<file path="src/rtl/alu_exec_ctrl_pkg.sv">
// Shared constants, state encoding and opcode classification for the ALU execute controller.
package alu_exec_ctrl_pkg;

  localparam int unsigned DATA_W = 32;
  localparam int unsigned SUM_W  = DATA_W + 1;

  // NZCV bit positions within the flags word
  localparam int unsigned FLAG_N = 3;
  localparam int unsigned FLAG_Z = 2;
  localparam int unsigned FLAG_C = 1;
  localparam int unsigned FLAG_V = 0;

  // ARM data-processing opcodes
  localparam logic [3:0] OP_AND = 4'b0000;
  localparam logic [3:0] OP_EOR = 4'b0001;
  localparam logic [3:0] OP_SUB = 4'b0010;
  localparam logic [3:0] OP_RSB = 4'b0011;
  localparam logic [3:0] OP_ADD = 4'b0100;
  localparam logic [3:0] OP_TST = 4'b1000;
  localparam logic [3:0] OP_TEQ = 4'b1001;
  localparam logic [3:0] OP_CMP = 4'b1010;
  localparam logic [3:0] OP_CMN = 4'b1011;
  localparam logic [3:0] OP_ORR = 4'b1100;
  localparam logic [3:0] OP_BIC = 4'b1110;

  // ARM condition codes
  localparam logic [3:0] COND_EQ = 4'b0000;
  localparam logic [3:0] COND_NE = 4'b0001;
  localparam logic [3:0] COND_CS = 4'b0010;
  localparam logic [3:0] COND_CC = 4'b0011;
  localparam logic [3:0] COND_MI = 4'b0100;
  localparam logic [3:0] COND_PL = 4'b0101;
  localparam logic [3:0] COND_VS = 4'b0110;
  localparam logic [3:0] COND_VC = 4'b0111;
  localparam logic [3:0] COND_HI = 4'b1000;
  localparam logic [3:0] COND_LS = 4'b1001;
  localparam logic [3:0] COND_GE = 4'b1010;
  localparam logic [3:0] COND_LT = 4'b1011;
  localparam logic [3:0] COND_GT = 4'b1100;
  localparam logic [3:0] COND_LE = 4'b1101;
  localparam logic [3:0] COND_AL = 4'b1110;
  localparam logic [3:0] COND_NV = 4'b1111;

  typedef enum logic [1:0] {
    ST_IDLE = 2'd0,
    ST_EXEC = 2'd1,
    ST_WB   = 2'd2
  } state_e;

  typedef enum logic [2:0] {
    ALU_AND = 3'd0,
    ALU_EOR = 3'd1,
    ALU_SUB = 3'd2,
    ALU_RSB = 3'd3,
    ALU_ADD = 3'd4,
    ALU_ORR = 3'd5,
    ALU_BIC = 3'd6
  } alu_sel_e;

  function automatic logic op_supported(input logic [3:0] op);
    return (op == OP_AND) || (op == OP_EOR) || (op == OP_SUB) || (op == OP_RSB) ||
           (op == OP_ADD) || (op == OP_TST) || (op == OP_TEQ) || (op == OP_CMP) ||
           (op == OP_CMN) || (op == OP_ORR) || (op == OP_BIC);
  endfunction

  function automatic logic op_compare(input logic [3:0] op);
    return (op == OP_TST) || (op == OP_TEQ) || (op == OP_CMP) || (op == OP_CMN);
  endfunction

  function automatic logic op_arith(input logic [3:0] op);
    return (op == OP_SUB) || (op == OP_RSB) || (op == OP_ADD) ||
           (op == OP_CMP) || (op == OP_CMN);
  endfunction

endpackage

</file>
<file path="src/rtl/arm_alu.sv">
// Combinational ARM-style ALU producing a result and NZCV; C on subtraction is not-borrow.
module arm_alu
  import alu_exec_ctrl_pkg::*;
(
  input  logic [DATA_W-1:0] a,
  input  logic [DATA_W-1:0] b,
  input  alu_sel_e          sel,
  output logic [DATA_W-1:0] result,
  output logic              n,
  output logic              z,
  output logic              c,
  output logic              v
);

  logic [SUM_W-1:0] sum;

  // Operation select; subtraction is done as x + ~y + 1 so the carry out is not-borrow
  always_comb begin
    sum    = '0;
    result = '0;
    c      = 1'b0;
    v      = 1'b0;
    case (sel)
      ALU_AND: result = a & b;
      ALU_EOR: result = a ^ b;
      ALU_ORR: result = a | b;
      ALU_BIC: result = a & ~b;
      ALU_SUB: begin
        sum    = {1'b0, a} + {1'b0, ~b} + SUM_W'(1);
        result = sum[DATA_W-1:0];
        c      = sum[DATA_W];
        v      = (a[DATA_W-1] ^ b[DATA_W-1]) & (result[DATA_W-1] ^ a[DATA_W-1]);
      end
      ALU_RSB: begin
        sum    = {1'b0, b} + {1'b0, ~a} + SUM_W'(1);
        result = sum[DATA_W-1:0];
        c      = sum[DATA_W];
        v      = (b[DATA_W-1] ^ a[DATA_W-1]) & (result[DATA_W-1] ^ b[DATA_W-1]);
      end
      ALU_ADD: begin
        sum    = {1'b0, a} + {1'b0, b};
        result = sum[DATA_W-1:0];
        c      = sum[DATA_W];
        v      = ~(a[DATA_W-1] ^ b[DATA_W-1]) & (result[DATA_W-1] ^ a[DATA_W-1]);
      end
      default: result = '0;
    endcase
    n = result[DATA_W-1];
    z = (result == '0);
  end

endmodule

</file>
<file path="src/rtl/alu_exec_ctrl.sv">
// Single-issue execute controller: latches a request, evaluates the condition, runs the ALU, writes back.
module alu_exec_ctrl
  import alu_exec_ctrl_pkg::*;
#(
  parameter int unsigned RD_W = 4
) (
  input  logic              clk,
  input  logic              reset,
  input  logic              req_valid,
  output logic              req_ready,
  input  logic [3:0]        req_cond,
  input  logic [3:0]        req_opcode,
  input  logic              req_s,
  input  logic [RD_W-1:0]   req_rd,
  input  logic [DATA_W-1:0] req_op1,
  input  logic [DATA_W-1:0] req_op2,
  output logic              wb_valid,
  input  logic              wb_ready,
  output logic [RD_W-1:0]   wb_rd,
  output logic [DATA_W-1:0] wb_data,
  output logic [3:0]        flags,
  output logic              retire,
  output logic              retire_skip,
  output logic              retire_undef
);

  function automatic logic cond_pass(input logic [3:0] cond, input logic [3:0] f);
    logic fn, fz, fc, fv;
    fn = f[FLAG_N];
    fz = f[FLAG_Z];
    fc = f[FLAG_C];
    fv = f[FLAG_V];
    case (cond)
      COND_EQ: return fz;
      COND_NE: return !fz;
      COND_CS: return fc;
      COND_CC: return !fc;
      COND_MI: return fn;
      COND_PL: return !fn;
      COND_VS: return fv;
      COND_VC: return !fv;
      COND_HI: return fc && !fz;
      COND_LS: return !fc || fz;
      COND_GE: return fn == fv;
      COND_LT: return fn != fv;
      COND_GT: return !fz && (fn == fv);
      COND_LE: return fz || (fn != fv);
      COND_AL: return 1'b1;
      default: return 1'b0;
    endcase
  endfunction

  state_e            state_q, state_d;
  logic [3:0]        cond_q, opcode_q;
  logic              s_q;
  logic [RD_W-1:0]   rd_q;
  logic [DATA_W-1:0] op1_q, op2_q;
  alu_sel_e          alu_sel;
  logic [DATA_W-1:0] alu_result;
  logic              alu_n, alu_z, alu_c, alu_v;
  logic              cond_ok, supported, compare, do_wb, do_flags;

  assign req_ready = (state_q == ST_IDLE);
  assign wb_valid  = (state_q == ST_WB);
  assign cond_ok   = cond_pass(cond_q, flags);
  assign supported = op_supported(opcode_q);
  assign compare   = op_compare(opcode_q);
  assign do_wb     = cond_ok && supported && !compare;
  assign do_flags  = cond_ok && supported && (s_q || compare);

  // Opcode to ALU operation; compares reuse their arithmetic/logical counterpart
  always_comb begin
    alu_sel = ALU_AND;
    case (opcode_q)
      OP_AND, OP_TST: alu_sel = ALU_AND;
      OP_EOR, OP_TEQ: alu_sel = ALU_EOR;
      OP_SUB, OP_CMP: alu_sel = ALU_SUB;
      OP_RSB:         alu_sel = ALU_RSB;
      OP_ADD, OP_CMN: alu_sel = ALU_ADD;
      OP_ORR:         alu_sel = ALU_ORR;
      OP_BIC:         alu_sel = ALU_BIC;
      default:        alu_sel = ALU_AND;
    endcase
  end

  arm_alu u_alu (
    .a      (op1_q),
    .b      (op2_q),
    .sel    (alu_sel),
    .result (alu_result),
    .n      (alu_n),
    .z      (alu_z),
    .c      (alu_c),
    .v      (alu_v)
  );

  // Next state and retire qualification; a reset cycle never retires
  always_comb begin
    state_d      = state_q;
    retire       = 1'b0;
    retire_skip  = 1'b0;
    retire_undef = 1'b0;
    case (state_q)
      ST_IDLE: if (req_valid) state_d = ST_EXEC;
      ST_EXEC: begin
        if (do_wb) begin
          state_d = ST_WB;
        end else begin
          state_d      = ST_IDLE;
          retire       = 1'b1;
          retire_undef = !supported;
          retire_skip  = supported && !cond_ok;
        end
      end
      ST_WB: begin
        if (wb_ready) begin
          state_d = ST_IDLE;
          retire  = 1'b1;
        end
      end
      default: state_d = ST_IDLE;
    endcase
    if (reset) begin
      retire       = 1'b0;
      retire_skip  = 1'b0;
      retire_undef = 1'b0;
    end
  end

  // State, request latch, writeback and flag registers
  always_ff @(posedge clk) begin
    if (reset) begin
      state_q  <= ST_IDLE;
      cond_q   <= '0;
      opcode_q <= '0;
      s_q      <= 1'b0;
      rd_q     <= '0;
      op1_q    <= '0;
      op2_q    <= '0;
      wb_rd    <= '0;
      wb_data  <= '0;
      flags    <= '0;
    end else begin
      state_q <= state_d;
      if (state_q == ST_IDLE && req_valid) begin
        cond_q   <= req_cond;
        opcode_q <= req_opcode;
        s_q      <= req_s;
        rd_q     <= req_rd;
        op1_q    <= req_op1;
        op2_q    <= req_op2;
      end
      if (state_q == ST_EXEC) begin
        if (do_wb) begin
          wb_rd   <= rd_q;
          wb_data <= alu_result;
        end
        if (do_flags) begin
          flags[FLAG_N] <= alu_n;
          flags[FLAG_Z] <= alu_z;
          if (op_arith(opcode_q)) begin
            flags[FLAG_C] <= alu_c;
            flags[FLAG_V] <= alu_v;
          end
        end
      end
    end
  end

endmodule
</file>
<file path="config.mk">
export PLATFORM = sky130hd
export DESIGN_NAME = alu_exec_ctrl
export DESIGN_NICKNAME = d
export VERILOG_FILES = /design/src/rtl/alu_exec_ctrl_pkg.sv /design/src/rtl/arm_alu.sv /design/src/rtl/alu_exec_ctrl.sv
export SDC_FILE = /design/constraint.sdc
export NUM_CORES = 1
export LEC_CHECK = 0
export CORE_AREA = 2 2 169 254
export CTS_BUF_LIST = sky130_fd_sc_hd__clkbuf_8
export CTS_CLUSTER_DIAMETER = 200
export DETAILED_ROUTE_END_ITERATION = 10
export DIE_AREA = 0 0 171 256
export MAX_ROUTING_LAYER = met4
export SLEW_MARGIN = 40
export SYNTH_ARGS = -nofsm -noshare
export SYNTH_HDL_FRONTEND = slang
export SYNTH_SLANG_ARGS = --single-unit
</file>
<file path="constraint.sdc">
create_clock -name clk -period 3.3 [get_ports clk]
set_input_delay 0.33 -clock clk [delete_from_list [all_inputs] [get_ports clk]]
set_output_delay 0.33 -clock clk [all_outputs]
set_load 0.01 [all_outputs]
</file>
==> results.json <==
{
  "gr-total-overflow": 0,
  "mostFrequentLayoutCell": "buf_4",
  "synth_nets": 1978,
  "post-route-min-period_ns": 3.71,
  "synth_async_sr_flop_share": 0,
  "max_clock_freq_mhz": 269,
  "finalClockSkew_ns": 0.0365,
  "wirelength_mm": 64.1,
  "syn_inst": 1762,
  "io_pins": 126,
  "vias": 15600,
  "yosysWarnings": 0,
  "slew_headroom": 0.367,
  "grt_pass1_vias": 16200,
  "pre_cts_slack_ns": -0.902,
  "syn-mean-instance-area_um2": 6.98,
  "dpl.hpwl_mm": 50.9,
  "ir_worst_vdd_mv": 0.202,
  "cellPowerDensity_nw_per_um2": 379,
  "start_kind": "register",
  "clock_latency_ns": 0.54,
  "drt_pass1_iterations": 5,
  "final_cell_mix": "471 x buf_4, 256 x nand2_1, 209 x a21oi_1",
  "maxCapViolCount": 0,
  "cts_tree": "built",
  "drive_gt1_frac": 0.334,
  "path_class": "register to register",
  "required_ns": 3.73,
  "yosysUniqueCellTypes": 93,
  "post_drt_wl_per_cell_um": 22.3,
  "synth_edf_count": 0,
  "h-tree-depth": 4,
  "cts_hold_buf": 0,
  "drtIter0Drc": 918,
  "rows": 92,
  "fin_crit_sh": 1.13,
  "syn_to_final_growth_pct": 59.1,
  "holdCritPathClass": "input port to register",
  "setup_viol": 6,
  "dieHeight_um": 256,
  "path_clk_slew_ns": 0.12,
  "track_usage": 0.300,
  "yosysSeqAreaShare": 0.199,
  "r2r_start": "op2_q[5]",
  "gp_congestion": 1.00,
  "timing.critical_path.arrival_ns": 4.14,
  "grt_max_degree": 54,
  "cp-startpoint": "op2_q[5]",
  "holdWs_ns": 0.194,
  "violations": "negative setup slack",
  "clockBufferDepth": 2,
  "power.leakage_nw": 8.11,
  "rsz0062_at_grt": "yes",
  "clock-root-buffer": "clkbuf_8",
  "grt_pass1_wl_mm": 95.7,
  "placed_cell_area_um2": 17400,
  "cts_buffers": 17,
  "synth_ff_type": "dfxtp_1",
  "hp-start": "reset",
  "die_w_um": 171,
  "tns_ns": -1.09,
  "port_buffers": 125,
  "outcome": "complete, but fails checks",
  "drv_slew": 0,
  "fin_nets": 2521,
  "hold_viol_final": 0,
  "fin_ws_ns": -0.414,
  "worstMarginPinSlew_ns": 0.946,
  "critPathCaptureType": "register",
  "die_area_um2": 43800,
  "antenna_found_initial": 1,
  "antenna_left": 0,
  "viasPerCell": 5.41,
  "fillCellCount": 4271,
  "postLayoutCellArea_um2": 19600,
  "core-area_um2": 41700,
  "ys_ff_latch": 122,
  "path_max_fanout": 4,
  "clock_sinks": 122,
  "synth_area_um2": 12300,
  "drc": 0,
  "r2r_setup_slack_ns": -0.41,
  "initial_core_util": 0.295
}
-- worst paths after layout --
| check | cells after the start | end |
|---|---|---|
| worst max-delay path | 15 | flags[2] |
| worst min-delay path | 2 | wb_data[19] |
| worst max register to register | 15 | flags[2] |
| worst min register to register | 2 | wb_rd[0] |
-- what timing repair did --
action,4_1_cts,5_1_grt
endpoints found under the setup margin,17,20
setup buffers,24,31
pin swaps,37,88
gates resized for setup,121,167
-- Yosys cell counts, types with 9 or more instances --
master	number	area, µm²
nor3_1	45	225
o31ai_1	28	210
nand2_1	262	983
nand2b_1	12	75.1
nor2_1	173	649
a211o_1	16	140
o32ai_1	9	78.8
o221ai_1	9	78.8
nor2b_1	21	131
o21ai_1	14	70.1
o21bai_1	20	150
nor4_1	18	113
xnor2_1	19	166
dfxtp_1	122	2440
clkbuf_1	80	300
o21ai_0	68	340
nor3b_1	9	67.6
a21oi_1	219	1100
inv_1	106	398
o211ai_1	18	135
mux2i_1	15	150
a211oi_1	33	248
ha_1	132	1650
nand4_1	10	62.6
buf_2	16	80.1
and2_1	12	75.1
a2111oi_0	9	78.8
a31oi_1	28	175
nand3_1	38	190
and3_1	9	56.3
a21o_1	22	165
o22ai_1	9	56.3
-- cells by family (layout without fill, tap and decap cells) --
group / count (synthesis) / count (layout) / synth area share
AOI/OAI and AO/OA: 607 / 607 / 0.327
xor gates and xnor gates: 20 / 20 / 0.0142
adders and majority gates: 135 / 135 / 0.139
buffers and inverters: 219 / 775 / 0.0706
DFF: 122 / 122 / 0.199
muxes: 19 / 19 / 0.0159
other: 0 / 1 / 0
and+or+nand+nor: 640 / 640 / 0.235
-- where the power goes --
| part | switching, mW | total, mW | internal [mW] | leakage [nW] |
|---|---|---|---|---|
| clock | 0.851 | 1.48 | 0.630 | 0.181 |
| combinational | 2.33 | 4.30 | 1.98 | 6.92 |
| sequential | 0.0692 | 1.63 | 1.56 | 1.01 |
| total | 3.25 | 7.41 | 4.17 | 8.11 |
-- area by class of cell --
cell class                      count  area [µm²]  share of cell area
Clock buffer                       18         248              0.0127
Timing Repair Buffer              631        5310               0.271
Inverter                          112         422              0.0215
Clock inverter                     14         136             0.00697
Sequential cell                   122        2480               0.127
Tap cell                          564         706              0.0361
Antenna cell                        1        2.50            0.000128
Multi-Input combinational cell   1421       10300               0.524
-- registers in the layout (all words and copies together) (netlist names) --
register,cells
rd_q,4
flags,4
wb_data,32
op1_q,32
opcode_q,4
wb_rd,4
alu_sel,3
op2_q,32
s_q,1
cond_q,4
state_q,2
-- stage by stage --
step / utilization / instances / total power [mW]
2_1_floorplan: - / 1762 / 3.37
3_3_place_gp: 0.417 / 2798 / 5.26
3_5_place_dp: 0.417 / 2798 / 5.27
4_1_cts: 0.446 / 2853 / 7.06
5_1_grt: 0.470 / 2883 / 7.76
6_report: 0.470 / 2883 / 7.41
-- metal layers --
| metal | vias up | share of wire | global-route usage | routed length (µm) |
|---|---|---|---|---|
| met5 | - | 0 | - | 0 |
| met4 | 0 | 0.084 | 0.223 | 5390 |
| met3 | 226 | 0.035 | 0.0351 | 2250 |
| met2 | 499 | 0.53 | 0.541 | 34000 |
| met1 | 7468 | 0.35 | 0.290 | 22500 |
| li1 | 7410 | - | - | - |
-- critical path, cell delays in order, from the launching register on --
cell and delay [ns]:
dfxtp_4 0.38, inv_2 0.05, ha_4 0.25, buf_6 0.13, nor4_4 0.32, a21boi_4 0.35, buf_6 0.15, nor3_1 0.05
a2111oi_2 0.55, a41oi_4 0.11, nor3b_4 0.25, and4_1 0.19, nand4_1 0.15, nor3_2 0.23, nand4_1 0.15, o41ai_2 0.29
(Power assumes the default switching activity.)
